<file path="src/rtl/bkram_pkg.sv">
// Shared types and constants for the backup-RAM save/load controller.
// Holds the controller state enum, the save-image header words and parameter defaults.
package bkram_pkg;

  localparam int SECTORS_DEF   = 16;
  localparam int FMT_WORDS_DEF = 4;

  typedef enum logic [2:0] {
    ST_IDLE,
    ST_FMT,
    ST_REQ,
    ST_XFER,
    ST_NEXT
  } state_e;

  // Header words stamped at the start of a freshly formatted save image
  localparam logic [15:0] FMT_HDR [0:3] = '{16'h5548, 16'h4D42, 16'h8800, 16'h8010};

endpackage

</file>
<file path="src/rtl/bkram_ctrl_if.sv">
// Command, HPS sector handshake and RAM port-B control signals of bkram_ctrl.
// The controller uses the slave view; whoever drives commands and the HPS side uses master.
interface bkram_ctrl_if;

  logic        bk_ena;
  logic        load_req;
  logic        save_req;
  logic        format_req;
  logic [1:0]  slot;
  logic        core_wr;
  logic        sd_ack;
  logic        sd_buff_wr;
  logic [31:0] sd_lba;
  logic        sd_rd;
  logic        sd_wr;
  logic [3:0]  ram_sect;
  logic [1:0]  ram_fmt_addr;
  logic [15:0] ram_fmt_data;
  logic        ram_sel_fmt;
  logic        ram_we_b;
  logic        busy;
  logic        loading;
  logic        dirty;
  logic        done;

  modport master (
    output bk_ena, load_req, save_req, format_req, slot, core_wr, sd_ack, sd_buff_wr,
    input  sd_lba, sd_rd, sd_wr, ram_sect, ram_fmt_addr, ram_fmt_data, ram_sel_fmt,
    input  ram_we_b, busy, loading, dirty, done
  );

  modport slave (
    input  bk_ena, load_req, save_req, format_req, slot, core_wr, sd_ack, sd_buff_wr,
    output sd_lba, sd_rd, sd_wr, ram_sect, ram_fmt_addr, ram_fmt_data, ram_sel_fmt,
    output ram_we_b, busy, loading, dirty, done
  );

endinterface

</file>
<file path="src/rtl/bkram_ctrl_edge_rise.sv">
// Single-bit rising-edge detector with registered history.
// The history register always tracks the input, so after reset a held level reads as no edge.
module edge_rise (
  input  logic clk_sys,
  input  logic reset,
  input  logic d_i,
  output logic rise_o
);

  logic prev_q;

  always_ff @(posedge clk_sys) begin
    prev_q <= d_i;
  end

  assign rise_o = d_i & ~prev_q & ~reset;

endmodule

</file>
<file path="src/rtl/bkram_ctrl.sv">
// Backup-RAM controller: formats the header, or streams one save slot between
// the HPS sector interface and RAM port B, tracking whether the RAM is dirty.
module bkram_ctrl
  import bkram_pkg::*;
#(
  parameter int SECTORS   = SECTORS_DEF,
  parameter int FMT_WORDS = FMT_WORDS_DEF
) (
  input logic        clk_sys,
  input logic        reset,
  bkram_ctrl_if.slave bus
);

  localparam int                   SECT_BITS = $clog2(SECTORS);
  localparam logic [1:0]           FMT_LAST  = 2'(FMT_WORDS - 1);
  localparam logic [SECT_BITS-1:0] SECT_LAST = SECT_BITS'(SECTORS - 1);

  state_e      state_q, state_d;
  logic [31:0] lba_q, lba_d;
  logic [1:0]  fmtCnt_q, fmtCnt_d;
  logic        loading_q, loading_d;
  logic        dirty_q, dirty_d;
  logic        done_q, done_d;
  logic        loadRise, saveRise, fmtRise, ackFall;
  logic        finish, sdRd, sdWr, ramWe, selFmt;

  edge_rise uLoadEdge (.clk_sys(clk_sys), .reset(reset), .d_i(bus.load_req),   .rise_o(loadRise));
  edge_rise uSaveEdge (.clk_sys(clk_sys), .reset(reset), .d_i(bus.save_req),   .rise_o(saveRise));
  edge_rise uFmtEdge  (.clk_sys(clk_sys), .reset(reset), .d_i(bus.format_req), .rise_o(fmtRise));
  edge_rise uAckEdge  (.clk_sys(clk_sys), .reset(reset), .d_i(~bus.sd_ack),    .rise_o(ackFall));

  always_ff @(posedge clk_sys) begin
    if (reset) begin
      state_q   <= ST_IDLE;
      lba_q     <= '0;
      fmtCnt_q  <= '0;
      loading_q <= 1'b0;
      dirty_q   <= 1'b0;
      done_q    <= 1'b0;
    end else begin
      state_q   <= state_d;
      lba_q     <= lba_d;
      fmtCnt_q  <= fmtCnt_d;
      loading_q <= loading_d;
      dirty_q   <= dirty_d;
      done_q    <= done_d;
    end
  end

  always_comb begin
    state_d   = state_q;
    lba_d     = lba_q;
    fmtCnt_d  = fmtCnt_q;
    loading_d = loading_q;
    finish    = 1'b0;
    sdRd      = 1'b0;
    sdWr      = 1'b0;
    ramWe     = 1'b0;
    selFmt    = 1'b0;
    unique case (state_q)
      // Format beats load beats save; anything not taken this cycle is dropped
      ST_IDLE: begin
        if (fmtRise) begin
          state_d  = ST_FMT;
          fmtCnt_d = '0;
        end else if ((loadRise || saveRise) && bus.bk_ena && !bus.sd_ack) begin
          lba_d     = 32'(bus.slot) << SECT_BITS;
          loading_d = loadRise;
          state_d   = ST_REQ;
        end
      end
      ST_FMT: begin
        selFmt   = 1'b1;
        ramWe    = 1'b1;
        fmtCnt_d = fmtCnt_q + 2'd1;
        if (fmtCnt_q == FMT_LAST) begin
          state_d = ST_IDLE;
          finish  = 1'b1;
        end
      end
      ST_REQ: begin
        sdRd = loading_q;
        sdWr = ~loading_q;
        if (bus.sd_ack) state_d = ST_XFER;
      end
      ST_XFER: begin
        ramWe = bus.sd_buff_wr & bus.sd_ack & loading_q;
        if (ackFall) begin
          if (lba_q[SECT_BITS-1:0] == SECT_LAST) begin
            state_d   = ST_IDLE;
            loading_d = 1'b0;
            finish    = 1'b1;
          end else begin
            state_d = ST_NEXT;
          end
        end
      end
      ST_NEXT: begin
        lba_d[SECT_BITS-1:0] = lba_q[SECT_BITS-1:0] + SECT_BITS'(1);
        state_d              = ST_REQ;
      end
      default: state_d = ST_IDLE;
    endcase
    done_d  = finish;
    dirty_d = bus.core_wr | (dirty_q & ~finish);
  end

  assign bus.sd_lba       = lba_q;
  assign bus.sd_rd        = sdRd;
  assign bus.sd_wr        = sdWr;
  assign bus.ram_sect     = lba_q[3:0];
  assign bus.ram_fmt_addr = fmtCnt_q;
  assign bus.ram_fmt_data = FMT_HDR[fmtCnt_q];
  assign bus.ram_sel_fmt  = selFmt;
  assign bus.ram_we_b     = ramWe;
  assign bus.busy         = (state_q != ST_IDLE);
  assign bus.loading      = loading_q;
  assign bus.dirty        = dirty_q;
  assign bus.done         = done_q;

endmodule
</file>
<file path="src/flat_wrapper.sv">
// flat-port wrapper written by rule: the top's interface ports become plain ports
module bkram_ctrl_flat import bkram_pkg::*;
#(
  parameter int SECTORS   = SECTORS_DEF,
  parameter int FMT_WORDS = FMT_WORDS_DEF
)
  (clk_sys, reset, bus_bk_ena, bus_load_req, bus_save_req, bus_format_req, bus_slot, bus_core_wr, bus_sd_ack, bus_sd_buff_wr, bus_sd_lba, bus_sd_rd, bus_sd_wr, bus_ram_sect, bus_ram_fmt_addr, bus_ram_fmt_data, bus_ram_sel_fmt, bus_ram_we_b, bus_busy, bus_loading, bus_dirty, bus_done);
  bkram_ctrl_if bus_i ();
  input logic clk_sys;
  input logic reset;
  input wire logic [$bits(bus_i.bk_ena)-1:0] bus_bk_ena;
  input wire logic [$bits(bus_i.load_req)-1:0] bus_load_req;
  input wire logic [$bits(bus_i.save_req)-1:0] bus_save_req;
  input wire logic [$bits(bus_i.format_req)-1:0] bus_format_req;
  input wire logic [$bits(bus_i.slot)-1:0] bus_slot;
  input wire logic [$bits(bus_i.core_wr)-1:0] bus_core_wr;
  input wire logic [$bits(bus_i.sd_ack)-1:0] bus_sd_ack;
  input wire logic [$bits(bus_i.sd_buff_wr)-1:0] bus_sd_buff_wr;
  output wire logic [$bits(bus_i.sd_lba)-1:0] bus_sd_lba;
  output wire logic [$bits(bus_i.sd_rd)-1:0] bus_sd_rd;
  output wire logic [$bits(bus_i.sd_wr)-1:0] bus_sd_wr;
  output wire logic [$bits(bus_i.ram_sect)-1:0] bus_ram_sect;
  output wire logic [$bits(bus_i.ram_fmt_addr)-1:0] bus_ram_fmt_addr;
  output wire logic [$bits(bus_i.ram_fmt_data)-1:0] bus_ram_fmt_data;
  output wire logic [$bits(bus_i.ram_sel_fmt)-1:0] bus_ram_sel_fmt;
  output wire logic [$bits(bus_i.ram_we_b)-1:0] bus_ram_we_b;
  output wire logic [$bits(bus_i.busy)-1:0] bus_busy;
  output wire logic [$bits(bus_i.loading)-1:0] bus_loading;
  output wire logic [$bits(bus_i.dirty)-1:0] bus_dirty;
  output wire logic [$bits(bus_i.done)-1:0] bus_done;
  assign bus_i.bk_ena = bus_bk_ena;
  assign bus_i.load_req = bus_load_req;
  assign bus_i.save_req = bus_save_req;
  assign bus_i.format_req = bus_format_req;
  assign bus_i.slot = bus_slot;
  assign bus_i.core_wr = bus_core_wr;
  assign bus_i.sd_ack = bus_sd_ack;
  assign bus_i.sd_buff_wr = bus_sd_buff_wr;
  assign bus_sd_lba = bus_i.sd_lba;
  assign bus_sd_rd = bus_i.sd_rd;
  assign bus_sd_wr = bus_i.sd_wr;
  assign bus_ram_sect = bus_i.ram_sect;
  assign bus_ram_fmt_addr = bus_i.ram_fmt_addr;
  assign bus_ram_fmt_data = bus_i.ram_fmt_data;
  assign bus_ram_sel_fmt = bus_i.ram_sel_fmt;
  assign bus_ram_we_b = bus_i.ram_we_b;
  assign bus_busy = bus_i.busy;
  assign bus_loading = bus_i.loading;
  assign bus_dirty = bus_i.dirty;
  assign bus_done = bus_i.done;
  bkram_ctrl #(.SECTORS(SECTORS), .FMT_WORDS(FMT_WORDS)) u_core (.clk_sys(clk_sys), .reset(reset), .bus(bus_i));
endmodule
</file>
<file path="config.mk">
export PLATFORM = sky130hd
export DESIGN_NAME = bkram_ctrl_flat
export DESIGN_NICKNAME = d
export VERILOG_FILES = /design/src/rtl/bkram_pkg.sv /design/src/rtl/bkram_ctrl_if.sv /design/src/rtl/bkram_ctrl_edge_rise.sv /design/src/rtl/bkram_ctrl.sv /design/src/flat_wrapper.sv
export SDC_FILE = /design/constraint.sdc
export NUM_CORES = 1
export LEC_CHECK = 0
export BUFFER_PORTS_ARGS = -buffer_cell sky130_fd_sc_hd__buf_4
export CORE_AREA = 8 8 63 65
export CTS_CLUSTER_SIZE = 24
export DETAILED_ROUTE_END_ITERATION = 7
export DIE_AREA = 0 0 71 73
export PLACE_DENSITY = 0.79
export RECOVER_POWER = 25
export SLEW_MARGIN = 20
export SYNTH_ARGS = -nofsm -noshare
export SYNTH_HDL_FRONTEND = slang
export SYNTH_SLANG_ARGS = --single-unit
</file>
<file path="constraint.sdc">
create_clock -name clk_sys -period 1.84 [get_ports clk_sys]
set_input_delay 0 -clock clk_sys [delete_from_list [all_inputs] [get_ports clk_sys]]
set_output_delay 0 -clock clk_sys [all_outputs]
set_load 0.05 [all_outputs]
</file>
== Word level (Yosys, flattened, before mapping) ==
Index checks and enable logic that the tools add are counted.

* Register bits after elaboration: 18
* Input bits: 11

* $add $sub $neg: 2
* $lt $le $gt $ge: 1
* Equal/unequal tests: 14
* Mux-type cells: 28
* Bitwise operators: 22
* Reductions and logical operators: 14

{| class="wikitable"
|+ Operators with widths
! cell !! count
|-
| $bmux W16 S2 || 1
|-
| $mux W16 || 2
|-
| $mux W3 || 6
|-
| $pmux W3 S5 || 1
|-
| $and A1 B1 Y1 || 11
|-
| $mux W1 || 10
|-
| $ne A2 B1 Y1 const B || 5
|-
| $not A1 Y1 || 9
|-
| $mux W4 || 2
|-
| $pmux W4 S2 || 1
|-
| $eq A3 B2 Y1 const B || 2
|-
| $pmux W1 S2 || 3
|-
| $reduce_and A3 Y1 || 2
|-
| $reduce_bool A2 Y1 || 3
|-
| $reduce_and A5 Y1 || 1
|-
| $add A4 B1 Y4 const B || 1
|-
| $eq A4 B4 Y1 const B || 1
|-
| $ne A2 B2 Y1 const B || 2
|-
| $pmux W2 S2 || 1
|-
| $reduce_and A4 Y1 || 1
|-
| $eq A3 B1 Y1 const B || 1
|-
| $eq A3 B3 Y1 const B || 1
|-
| $ge A3 B3 Y1 const B || 1
|-
| $logic_not A3 Y1 || 1
|-
| other kinds (11) || 12
|}

== Depth between registers and ports, before layout ==
Gate-level depths: netlist of run 1.

* Word-level depth: 9
* Depth in mapped cells: 6
* Depth with buffers taken out: 5

== Modules after synthesis ==
From an unflattened synthesis of run 1, not the netlist that was laid out.

* Cells, all modules: 145
* Area total of the unflattened synthesis: 1216.2 um^2

{| class="wikitable"
|+ By module, submodules not included
! module !! times used !! cells each !! area an instance (um^2) !! seq. area each (um^2)
|-
| bkram_ctrl || 1 || 137 || 1086.0 || 280.3
|-
| edge_rise || 4 || 2 || 32.5 || 20.0
|}

== Worst setup path before layout of run 1 ==
No wires, ideal clock.

* Path kind: register -> register
* Start point: register u_core.fmtCnt_q[1] (netlist: u_core.bus.ram_fmt_addr[1])
* End point: register u_core.fmtCnt_q[1] (netlist: u_core.bus.ram_fmt_addr[1])
* Library setup time: 0.071 ns
* Arrival time: 1.984 ns
* Setup slack: -0.215 ns
* Cell stages (with the launch flop): 5
* Clock period less this slack: 2.055 ns
* Path through: dfxtp_1 > inv_1 > ha_1 > nand2_1 > a21oi_1

* Longest elaborated chain between the ends: 2

{| class="wikitable"
|+ Ends and longest elaborated chain
! item !! line !! text
|-
| start, declared || bkram_ctrl.sv:20 || <nowiki>logic [1:0] fmtCnt_q, fmtCnt_d;</nowiki>
|-
| start signal, assigned || bkram_ctrl.sv:43 || <nowiki>fmtCnt_q <= fmtCnt_d;</nowiki>
|-
| $add A2 B1 Y2 || bkram_ctrl.sv:75 || <nowiki>fmtCnt_d = fmtCnt_q + 2'd1;</nowiki>
|-
| $pmux W2 S2 || bkram_ctrl.sv:60 || <nowiki>unique case (state_q)</nowiki>
|}

Every way passes these cells.
A chain may end at the register's enable or synchronous reset.

== Worst setup path in the final report of run 1 ==
* Start point: input bus_sd_ack
* End point: register u_core.state_q[2]

* Longest elaborated chain between the ends: 5

{| class="wikitable"
|+ Ends and longest elaborated chain
! item !! line !! text
|-
| start, declared || flat_wrapper.sv:17 || <nowiki>input wire logic [$bits(bus_i.sd_ack)-1:0] bus_sd_ack;</nowiki>
|-
| $not A1 Y1 || bkram_ctrl.sv:30 || <nowiki>edge_rise uAckEdge (.clk_sys(clk_sys), .reset(reset), .d_i(~bus.sd_ack), .rise_o(ackFall));</nowiki>
|-
| $and A1 B1 Y1 (2 in series) || bkram_ctrl_edge_rise.sv:16 || <nowiki>assign rise_o = d_i & ~prev_q & ~reset;</nowiki>
|-
| $ne A2 B1 Y1 (no line) || -- ||
|-
| $reduce_and A4 Y1 (no line) (*) || -- ||
|-
| end signal, assigned || bkram_ctrl.sv:41 || <nowiki>state_q <= state_d;</nowiki>
|-
| end, declared || bkram_ctrl.sv:18 || <nowiki>state_e state_q, state_d;</nowiki>
|}

Every way passes the cells marked *; elsewhere a longest branch is shown, timed or not.

==> run summary, run 1 <==
The number of global-route vias before repair is ~1100. The period utilization is a little under nine tenths. The routed via count is 1051. The die area is between 0.005 and 0.006 sq mm.

In this run the critical register-to-register path is launched from u_core.uFmtEdge.prev_q. In this run, the number of DRC markers left after iteration 0 of detailed routing was 35. Averaged over all synthesized cells, the footprint is between 8 and 9 sq um.

From bottom edge to top edge, the die measures about 73 microns. The maximum clock rate came out at between 0.6 and 0.7 GHz. The startpoint identified for the worst hold timing path is reset. The number of antenna violations at the first check in global routing came out at 0.

Clock tree synthesis selected as its root buffer the cell sky130_fd_sc_hd__clkbuf_4. The total of flip-flops plus latches after synthesis came out at 18. The routed design could run at a clock period as short as roughly 1.6 ns. 73 I/O pins were placed.

In this run the worst hold path is classified as in -> reg. The remaining antenna violation count came out at 0. STA puts the critical path data required time at 2.05 ns.

The maximum clock insertion buffer count is 2. The insertion delay to the later sink of the worst-skew pair came out at 0.29 ns. The cell area power density is around 770 mW/mm^2.

The maximum level of the CTS H-tree is 1. The setup slack on the worst flop-to-flop path came out at 0.37 ns. The accumulated negative setup slack is 0 ns. The number of gates resized after CTS was 0. The number of placed instances with taps included is around 210.

The flow ran to the end, and the final reports show no timing, DRC or antenna violations. The sequential share of the synthesized area came out at between 20% and 30%. The area taken by flip-flops and latches came out at ~360 sq um. The number of port buffers came out at 40. The total congestion overflow is 0.

The data arrival time of the worst path is 1.78 ns. The detail-routed net length per standard cell came out at 13.0 microns. The number of DRC violations after detailed routing is 0. TritonCTS built the clock tree.

The number of distinct standard cells referenced by the synthesized netlist is 38. Clock tree synthesis found a total of 18 sinks. The clock buffer count from CTS is 3.

The logic gate share of total power is 45.3%. The detailed-placement wirelength estimate is ~2300 microns. The power share of the sequential group came out at between 30% and 40%. In this run the worst setup path begins at bus_sd_ack.

Of the total power, the share spent switching nets is 45.7%. The global routing usage summed across all routing layers came out at a little over a tenth. The setup clock skew after layout came out at 0.00441 ns. The maximum ir drop on the vdd rail came out at between 300 and 400 uV. The pin count of the biggest net entering global routing came out at 22. In the final layout, the share of cells above drive strength 1 is 23.9%. The setup violation total in the final timing report is 0. The maximum fanout along the worst path came out at 5. The final count of hold timing violations is 0. Max-cap violations in this run came to 0. The warning count from the yosys run is 0. Setup repair after global routing left no endpoint under its margin.

In the synthesized netlist, the number of instances is between 150 and 200. Summed over all layers, the routed wires come to 2870 microns. The die is roughly 71 microns wide. In the final layout, the multi-input gates occupy 662 sq um. The final RePlAce weighted congestion came out at 0.928. The starting density of the core came out at a little over two fifths.

The number of pins exceeding their max-slew limit in the final report came to 0. The worst setup path is captured at a flop. The relative contribution of the clock network to total power came out at 16.8%. Leaving out fill and tap cells, the most frequent cells in the layout are sky130_fd_sc_hd__conb_1, sky130_fd_sc_hd__buf_4, sky130_fd_sc_hd__dfxtp_1, sky130_fd_sc_hd__nor2_1, sky130_fd_sc_hd__clkbuf_1. The critical path in this run is classified as in -> reg.

The core box area came out at approximately 0.0030 sq mm. The layout filler cell count is slightly below 300. The number of hold-repair buffers added at the cts stage is 7. The relative slew slack came out at between 50 and 60%.

The CTS clock-pin slew for the worst setup and hold paths came out at approximately 0.1 ns. The first detailed-routing pass ran for 4 iterations. At the pin with the least slew margin, the transition time is 0.619 ns. The layout-stage area growth over the synthesis result is 17.5%. For this design the total switching power over the nets is a little over 500 uW.

The static leakage came out at 0.000673 uW. The internal power consumption is about 620 uW. Post-CTS timing repair inserted 0 buffers for setup. The area of the mapped netlist is approximately 0.0012 sq mm.

0 antenna diodes ended up in the layout. The first global-routing pass estimated ~4700 microns of wire. The library cell used most frequently in the layout, excluding fill and tap cells, is sky130_fd_sc_hd__conb_1. The post-layout net count is roughly 210.

The number of cells in the finished layout apart from fillers came out at between 200 and 250. The type of element launching the critical path is an input port. The floorplan row count is 20. In the routed layout, each cell is associated on average with a via count of 4.76.
## power by group through the flow
| stage | clock (uW) | combinational [uW] | sequential (uW) |
|---|---|---|---|
| after floorplan | 0 | 461 | 447 |
| after global placement | 0 | 506 | 437 |
| after detailed placement | 0 | 508 | 439 |
| after CTS | 203 | 520 | 430 |
| after global routing | 223 | 548 | 433 |
| final | 190 | 515 | 430 |
## metrics by stage
stage	total power, uW	utilization [%]	hold WS, ns	area [sq um]	setup slack (ns)
after floorplan	908	-	0.0277	1380	0.0635
after global placement	943	47.6	0.111	1410	0.410
after detailed placement	947	47.6	0.112	1410	0.383
after CTS	1150	50.8	0.00661	1500	0.320
after global routing	1200	49.6	0.0220	1470	0.212
final	1140	49.6	0.0184	1470	0.274
## cell families after synthesis
kind of cell,Yosys count,share of synthesized area (%)
buffers and inverters,52,28.2
DFF,18,28.9
adders and majority gates,4,4.01
muxes,5,4.01
other,1,0.301
and+or+nand+nor,50,22.7
AOI/OAI and AO/OA,20,11.2
xor gates and xnor gates,1,0.702
## path summary, 6_finish.rpt
check                               endpoint  cells after the start
setup / recovery           u_core.state_q[2]                      6
hold reg to reg             u_core.bus.dirty                      2
setup reg to reg           u_core.state_q[2]                      4
hold / removal    u_core.bus.ram_fmt_addr[1]                      2
## critical path, stage by stage
cell,delay [ns]
sky130_fd_sc_hd__dlygate4sd3_1,0.53
sky130_fd_sc_hd__clkbuf_1,0.16
sky130_fd_sc_hd__nor3b_1,0.39
sky130_fd_sc_hd__o21ai_1,0.18
sky130_fd_sc_hd__a211o_1,0.32
sky130_fd_sc_hd__nor3_1,0.19
## sequential cells by signal, summed over array words and instances, names as in the netlist
| signal | flops |
|---|---|
| u_core.bus.dirty | 1 |
| u_core.bus.done | 1 |
| u_core.bus.loading | 1 |
| u_core.bus.ram_fmt_addr | 2 |
| u_core.bus.sd_lba | 6 |
| u_core.state_q | 3 |
| u_core.uAckEdge.prev_q | 1 |
| u_core.uFmtEdge.prev_q | 1 |
| u_core.uLoadEdge.prev_q | 1 |
| u_core.uSaveEdge.prev_q | 1 |
## per-layer routing
layer | GRT usage [%] | vias up | part of all wire (%)
met5 | 0 | - | 0
met4 | 2.77 | 0 | 0.49
met3 | 5.08 | 2 | 8.6
met2 | 18.4 | 59 | 45
met1 | 12.0 | 469 | 45
li1 | - | 521 | -
## cell usage after synthesis
master / n / area (sq um)
sky130_fd_sc_hd__nor2b_1: 4 / 25.0
sky130_fd_sc_hd__a32oi_1: 1 / 8.76
sky130_fd_sc_hd__nand4bb_1: 1 / 11.3
sky130_fd_sc_hd__o211ai_1: 2 / 15.0
sky130_fd_sc_hd__nand3_1: 7 / 35.0
sky130_fd_sc_hd__inv_1: 5 / 18.8
sky130_fd_sc_hd__and3_1: 2 / 12.5
sky130_fd_sc_hd__o21ai_1: 2 / 10.0
sky130_fd_sc_hd__o21ai_0: 2 / 10.0
sky130_fd_sc_hd__nor3b_1: 3 / 22.5
sky130_fd_sc_hd__a211o_1: 1 / 8.76
sky130_fd_sc_hd__nand4_1: 1 / 6.26
sky130_fd_sc_hd__conb_1: 1 / 3.75
sky130_fd_sc_hd__o221a_1: 1 / 11.3
sky130_fd_sc_hd__a21oi_1: 5 / 25.0
sky130_fd_sc_hd__nand2_1: 8 / 30.0
sky130_fd_sc_hd__mux2i_1: 5 / 50.1
sky130_fd_sc_hd__nand2b_1: 3 / 18.8
sky130_fd_sc_hd__nand3b_1: 3 / 22.5
sky130_fd_sc_hd__buf_4: 41 / 308
sky130_fd_sc_hd__or3b_4: 1 / 11.3
sky130_fd_sc_hd__clkbuf_1: 3 / 11.3
sky130_fd_sc_hd__buf_2: 2 / 10.0
sky130_fd_sc_hd__a221oi_1: 1 / 8.76
sky130_fd_sc_hd__ha_1: 4 / 50.1
sky130_fd_sc_hd__a211oi_1: 1 / 7.51
sky130_fd_sc_hd__nor3_1: 4 / 20.0
sky130_fd_sc_hd__a22oi_1: 1 / 7.51
sky130_fd_sc_hd__dfxtp_1: 18 / 360
sky130_fd_sc_hd__inv_2: 1 / 3.75
sky130_fd_sc_hd__and3b_1: 1 / 8.76
sky130_fd_sc_hd__nor2_1: 9 / 33.8
sky130_fd_sc_hd__o2111ai_2: 1 / 15.0
sky130_fd_sc_hd__a31oi_1: 2 / 12.5
sky130_fd_sc_hd__or3b_1: 1 / 8.76
sky130_fd_sc_hd__and2_1: 1 / 6.26
sky130_fd_sc_hd__xnor2_1: 1 / 8.76
sky130_fd_sc_hd__nor3_2: 1 / 10.0
## layout make-up
| type | instances | area share (%) |
|---|---|---|
| inverter | 6 | 1.79 |
| timing repair buffer | 49 | 24.0 |
| sequential | 18 | 24.7 |
| multi-input combinational | 112 | 45.2 |
| tap | 33 | 2.82 |
| clock buffer | 3 | 1.54 |
(Power assumes the default switching activity.)
==> inputs of run 2 (changes only) <==
--- a/config.mk
+++ b/config.mk
@@ -6,12 +6,14 @@
 export NUM_CORES = 1
 export LEC_CHECK = 0
 export BUFFER_PORTS_ARGS = -buffer_cell sky130_fd_sc_hd__buf_4
-export CORE_AREA = 8 8 63 65
+export CORE_AREA = 2 2 56 58
+export CTS_BUF_LIST = sky130_fd_sc_hd__clkbuf_4 sky130_fd_sc_hd__clkbuf_8
 export CTS_CLUSTER_SIZE = 24
 export DETAILED_ROUTE_END_ITERATION = 7
-export DIE_AREA = 0 0 71 73
-export PLACE_DENSITY = 0.79
+export DIE_AREA = 0 0 58 60
+export PLACE_DENSITY = 0.82
 export RECOVER_POWER = 25
+export SKIP_LAST_GASP = 1
 export SLEW_MARGIN = 20
 export SYNTH_ARGS = -nofsm -noshare
 export SYNTH_HDL_FRONTEND = slang
==> run 2 against run 1 <==
Power rose by 4.6%. Final area is 0.60% higher. Sequential share of layout area down 0.15 points. Hold slack gained 0.33 ns. Die area shrank 33%. Clock-buffer cell count grew 1. Clock skew is 0.00069 ns lower. Non-clock buffer count shrank 1. Clock power up 31%. Critical path type is now reg -> out. Critical endpoint is now bus_ram_sel_fmt.
==> run summary, run 2 (synthesized netlist as in run 1, its figures left out) <==
The total of cells resized after clock tree synthesis is 0. Leaving out fill and tap cells, the most frequent cell in the layout is sky130_fd_sc_hd__conb_1. In this run the clock root is driven by a sky130_fd_sc_hd__clkbuf_4. The wire length of the first global-routing pass is approximately 4200 microns. After detailed routing, the number of remaining DRC violations is 0. The fraction of final layout cells with drive strength greater than 1 came out at a little under a quarter. The setup slack on the worst flop-to-flop path came out at roughly 0.18 ns. The number of pins exceeding their max-slew limit in the final report came out at 0.

The number of cells in the finished layout apart from fillers came out at ~220. STA classifies the critical path endpoint as an output port. The setup violation total in the final timing report is 0. At the worst endpoint, the arrival time is 1.66 ns. In this run the deepest clock path goes through 2 buffers.

Setup repair after global routing left no endpoint under its margin. The clock buffer count from CTS came out at 3. In this run the standard cell core region covers a little under 0.003 sq mm. The period utilization came out at 90.3%. The detailed-routing iteration count for the pre-antenna-repair pass is 4.

The routed wire length came out at about 2500 microns. In this run the power density over the cells is roughly 800 mW/mm^2. The insertion delay to the later sink of the worst-skew pair came out at approximately 0.29 ns. The violation count after the first detailed-routing iteration is between 40 and 50. In this run the count of I/O pins placed on the die edge is between 70 and 80. In this run the worst path has a maximum fanout of 14. The antenna diode instance count came out at 0. The critical path in this run is classified as reg -> out. The global routing usage summed across all routing layers is between 10% and 20%. The maximum level of the CTS H-tree is 1. The CTS clock-pin slew for the worst setup and hold paths came out at approximately 0.11 ns. The endpoint identified for the worst register-to-register timing path is u_core.state_q[0]. The number of setup buffers added after CTS came out at 0.

In this run the critical register-to-register path is launched from u_core.state_q[0]. The number of global-route vias before repair is between 900 and 1000. Measured along the x axis, the die boundary spans just under 60 microns. The cell family with the largest share of critical-path delay is flip-flops. The worst path needs 1.66 ns of the cycle, external delays included. The relative slew slack came out at between 50% and 60%.

Counting every sink on the clock net gives 18. During placement, the flow inserted port buffers numbering 40. The floorplan row count is 20. The die area is approximately 0.0035 sq mm. TritonCTS built the clock tree. The congestion estimate from routability-driven global placement came to a little over 0.8. The type of the most critical hold path is in -> reg. The post-layout net count is 204.

The total congestion overflow is 0. The number of cells on the worst hold path is 5. The maximum ir drop on the vdd rail is slightly below 700 uV. The maximum clock rate is ~0.6 GHz.

For this block, the via count after detailed routing is between 1000 and 1500. The setup clock skew after layout came out at about 0.0037 ns. The number of buffers and inverters on the critical path came out at 2. The number of antenna violations at the first check in global routing is 0. Power comes to around 1200 uW. The pin count of the biggest net entering global routing is 22. Once the floorplan was initialized, standard cells occupied a little over two fifths of the core. The slew at the pin closest to its max-slew limit came out at approximately 0.61 ns. After legalization and detailed placement, the total HPWL measured roughly 1800 microns. The critical path required time came out at between 1.5 and 2 ns. The die is 60 microns tall. The minimum hold slack came out at 0.346 ns. The slowest stage of the critical path is the sky130_fd_sc_hd__dfxtp_1 cell. The signal on the critical path passes through or3b_1 -> inv_2 -> buf_4. The terminating pin of the worst hold path is u_core.bus.sd_lba[5]. The static leakage is between 0.0006 and 0.0007 uW. The via density per instance came out at about 4.8. Once placement completed, the tool counted placed cells totaling approximately 210. The number of flip-flops under the largest register name is 6. The accumulated negative setup slack is 0 ns. The hold path startpoint is bus_bk_ena. The flow ran to the end, and the final reports show no timing, DRC or antenna violations.

The layout-stage area growth over the synthesis result came out at 18.2%. The max-cap violation count came out at 0. The depth of the worst register-to-register path is 4. The final count of hold timing violations is 0. The peak per-stage delay on the critical path came out at roughly 0.6 ns. The remaining antenna violation count is 0. STA classifies the critical path startpoint as a flop. In the layout the commonest cells are sky130_fd_sc_hd__conb_1, sky130_fd_sc_hd__buf_4, sky130_fd_sc_hd__dfxtp_1, sky130_fd_sc_hd__nor2_1, sky130_fd_sc_hd__clkbuf_1. The detail-routed net length per standard cell is approximately 11 microns.
## run 2: changes by cell type in the layout (fill, tap and decap cells not counted), sizes merged
cell	previous run	this run
buf	30	28
clkbuf	15	16
dlygate4sd3	7	8
## run 2: timing repair
action / CTS / global route
endpoints found under the setup margin: 0 / 0
hold endpoints to repair: 8 / 0
hold buffers: 8 / 0
## run 2: through the flow
step / utilization, % / setup slack, ns / area (sq um)
CTS: 51.9 / 0.179 / 1510
global route: 50.8 / 0.0485 / 1470
finish: 50.8 / 0.178 / 1470
detailed placement: 47.9 / 0.232 / 1390
global placement: 47.9 / 0.288 / 1390
floorplan: - / 0.0635 / 1380
## run 2: final cells by class
| cell class | count | area [sq um] |
|---|---|---|
| Inverter | 6 | 26.3 |
| Sequential cell | 18 | 362 |
| Multi-Input combinational cell | 112 | 662 |
| Tap cell | 33 | 41.3 |
| Clock buffer | 4 | 36.3 |
| Fill cell | 294 | 1430 |
| Timing Repair Buffer | 48 | 347 |
## run 2: worst max path at each step
stage	start	endpoint	slack, ns	depth (start not counted)
after floorplan	u_core.bus.ram_fmt_addr[1]	u_core.bus.ram_fmt_addr[1]	0.06	4
after global placement	u_core.state_q[0]	u_core.bus.dirty	0.29	5
after detailed placement	u_core.state_q[0]	u_core.state_q[0]	0.23	4
after CTS	u_core.state_q[0]	bus_ram_sel_fmt	0.18	3
after global routing	u_core.state_q[0]	u_core.state_q[0]	0.05	4
final	u_core.state_q[0]	bus_ram_sel_fmt	0.18	3
## run 2: worst reg2reg max path, stage by stage, from the launching register on
cell and delay [ns]:
sky130_fd_sc_hd__dfxtp_1 0.60, sky130_fd_sc_hd__or3b_1 0.46, sky130_fd_sc_hd__nor2_1 0.19, sky130_fd_sc_hd__a211o_1 0.17, sky130_fd_sc_hd__mux2i_1 0.18
## run 2: per-layer routing
layer  vias up  global-route usage [%]  share of wire [%]  wire length [microns]
li1        516                       -                  -                      -
met1       472                    18.9                 40                    996
met2        66                    26.9                 48                   1190
met3         2                    4.11                 11                    268
met4         0                    1.99               0.53                     13
met5         -                       0                  0                      0
## run 2: where the power goes
part | switching (uW) | internal [uW] | total [uW]
Sequential | 29.4 | 408 | 437
Combinational | 373 | 129 | 501
Clock | 128 | 121 | 249
Total | 530 | 657 | 1190
==> inputs of run 3 (changes only) <==
--- a/config.mk
+++ b/config.mk
@@ -11,8 +11,9 @@
 export CTS_CLUSTER_SIZE = 24
 export DETAILED_ROUTE_END_ITERATION = 7
 export DIE_AREA = 0 0 58 60
-export PLACE_DENSITY = 0.82
+export PLACE_DENSITY = 0.78
 export RECOVER_POWER = 25
+export SKIP_CTS_REPAIR_TIMING = 1
 export SKIP_LAST_GASP = 1
 export SLEW_MARGIN = 20
 export SYNTH_ARGS = -nofsm -noshare
==> run 3 against run 2 <==
Final cell count is 0.45% lower. Combinational power hardly changed. Clock power is 2% lower. Sequential cell count stayed put. Register-to-register slack better by 0.05 ns. Via count is 1.3% lower. Core utilization is 0.47 points lower. Global-route usage is 1.3 points lower. Sequential share of layout area is 0.23 points higher. Hold slack worse by 0.34 ns. Clock-buffer cell count stayed put. First-iteration DRC count is 4.5% higher. Largest power group unchanged. Highest routed layer unchanged.
==> run summary, run 3 (synthesized netlist as in run 1, its figures left out) <==
The shortest clock period the worst path allows after layout came out at 1.67 ns. The setup violation total in the final timing report is 0. Setup total negative slack on the finished layout was measured at 0 ns. The number of flip-flops under the largest register name is 6. The number of pins exceeding their max-slew limit in the final report is 0. Global routing finished with a remaining overflow of 0.

The number of port buffers came out at 40. The worst register-to-register path has a setup slack of 0.23 ns. The floorplan step set the die width to 58 microns. The post-layout net count is roughly 200. The worst setup path is launched from a flop. The internal power consumption is 655 uW. The tightest min-delay check is of the in -> reg type. The minimum hold slack came out at approximately 0.006 ns. The remaining antenna violation count is 0. In the routed design, unresolved DRC markers number 0. The violation count after the first detailed-routing iteration is 46. The fraction of final layout cells with drive strength greater than 1 came out at between 20% and 30%. The number of clock buffers added by TritonCTS is 3.

The number of sinks driven by the clock tree is 18. Across the VDD grid, the largest voltage drop is roughly 580 uV. The routed wire length came out at ~2400 microns. The detail-routed net length per standard cell came out at roughly 11 microns.

The congestion estimate from routability-driven global placement came to around 0.84. The period utilization is a little over 90%. The layout-stage area growth over the synthesis result is 17.1%. For this configuration, the core starts out at a cell density of roughly 43%. CTS built an H-tree with a depth of 1.

The floorplan row count is 20. Once detailed placement completed, the half-perimeter wirelength came to 1780 microns. The share of total power dissipated in combinational logic is between 40% and 50%. The floorplan die height came out at 60 microns. The static leakage came out at ~0.00067 uW. The leading cell type in the layout, fill and taps excluded is sky130_fd_sc_hd__conb_1.

The final count of hold timing violations is 0. The critical path required time came out at about 1.8 ns. In this run the tightest slew margin relative to its limit is ~60%. The final route contains ~1000 vias.

The data arrival time of the worst path came out at 1.67 ns. The via density per instance came out at ~4.7. The type of element capturing the critical path is an output port. The number of antenna violations at the first check in global routing came out at 0. Setup repair after global routing left no endpoint under its margin. In the layout the commonest cells are sky130_fd_sc_hd__conb_1, sky130_fd_sc_hd__buf_4, sky130_fd_sc_hd__dfxtp_1, sky130_fd_sc_hd__clkbuf_1, sky130_fd_sc_hd__nor2_1.

The critical path is of the reg -> out type. Of the total power, the share spent switching nets is 44.4%. The overall power consumption came out at 1180 uW. The global routing usage summed across all routing layers is 13.9%. The maximum clock insertion buffer count came out at 2. The clock network is responsible for between 20% and 30% of the overall power. The antenna diode instance count is 0.

Entering global routing, the biggest net connects 22 pins. The tree is rooted in a sky130_fd_sc_hd__clkbuf_4. The switching power total is around 520 uW.

Sequential cells burn between 30% and 40% of the power. The detailed-routing iteration count for the pre-antenna-repair pass came out at 4. Dividing total power by cell area gives a power density of between 800 and 900 mW/mm^2. The slew at the pin closest to its max-slew limit came out at between 0.5 and 0.6 ns. The total area inside the core boundary comes to ~0.0029 sq mm.

The setup clock skew after layout came out at approximately 0.0018 ns. In this run the worst path has a maximum fanout of 14. The die area came out at ~0.0035 sq mm. Clock-pin slew was measured on the worst setup and hold paths at about 0.1 ns. The insertion delay to the later sink of the worst-skew pair came out at 0.30 ns. The number of global-route vias before repair came out at roughly 900. The max-cap violation count is 0. The top-level I/O count came out at 73. The run finished with clean final reports. The first global-routing pass estimated about 3800 microns of wire. TritonCTS built the clock tree. For this run, the top clock speed supported by timing is ~0.6 GHz.
run 3: changes by cell type in the layout (fill, tap and decap cells not counted), sizes merged:
cell / before / now
dlygate4sd3: 8 / 7
run 3: critical path: stages, from the launching register on:
cell                      delay [ns]
sky130_fd_sc_hd__dfxtp_1        0.59
sky130_fd_sc_hd__or3b_1         0.46
sky130_fd_sc_hd__inv_2          0.12
sky130_fd_sc_hd__buf_4          0.20
run 3: power groups by stage:
stage | combinational [uW] | sequential (uW) | clock [uW]
3_3_place_gp | 487 | 445 | 0
5_1_grt | 529 | 443 | 272
4_1_cts | 493 | 437 | 259
6_report | 498 | 437 | 244
2_1_floorplan | 461 | 447 | 0
3_5_place_dp | 492 | 446 | 0
run 3: routing by layer:
layer / share of wire (%) / track usage [%] / vias up / routed length [microns]
met1: 42 / 17.0 / 458 / 999
met3: 9.8 / 4.33 / 7 / 236
met2: 47 / 22.9 / 60 / 1120
met4: 1.9 / 5.32 / 0 / 45
met5: 0 / 0 / - / 0
li1: - / - / 517 / -
run 3: cell type report:
| cell class | count | area, sq um |
|---|---|---|
| Clock buffer | 4 | 36.3 |
| Fill cell | 302 | 1440 |
| Inverter | 6 | 26.3 |
| Multi-Input combinational cell | 112 | 662 |
| Sequential cell | 18 | 362 |
| Tap cell | 33 | 41.3 |
| Timing Repair Buffer | 47 | 333 |
run 3: final timing paths:
kind | depth (start not counted) | endpoint | from
hold reg to reg | 2 | u_core.bus.sd_lba[5] | u_core.bus.sd_lba[5]
setup / recovery | 3 | bus_ram_sel_fmt | u_core.state_q[0]
setup reg to reg | 4 | u_core.state_q[0] | u_core.state_q[0]
hold / removal | 2 | u_core.bus.ram_fmt_addr[1] | reset
run 3: per-stage QoR:
| step | instances | cell area (sq um) | worst slack [ns] | util, % |
|---|---|---|---|---|
| 2_1_floorplan | 182 | 1380 | 0.0635 | - |
| 3_3_place_gp | 209 | 1390 | 0.272 | 47.9 |
| 3_5_place_dp | 209 | 1390 | 0.253 | 47.9 |
| 4_1_cts | 213 | 1430 | 0.160 | 49.2 |
| 5_1_grt | 220 | 1460 | 0.0433 | 50.3 |
| 6_report | 220 | 1460 | 0.171 | 50.3 |
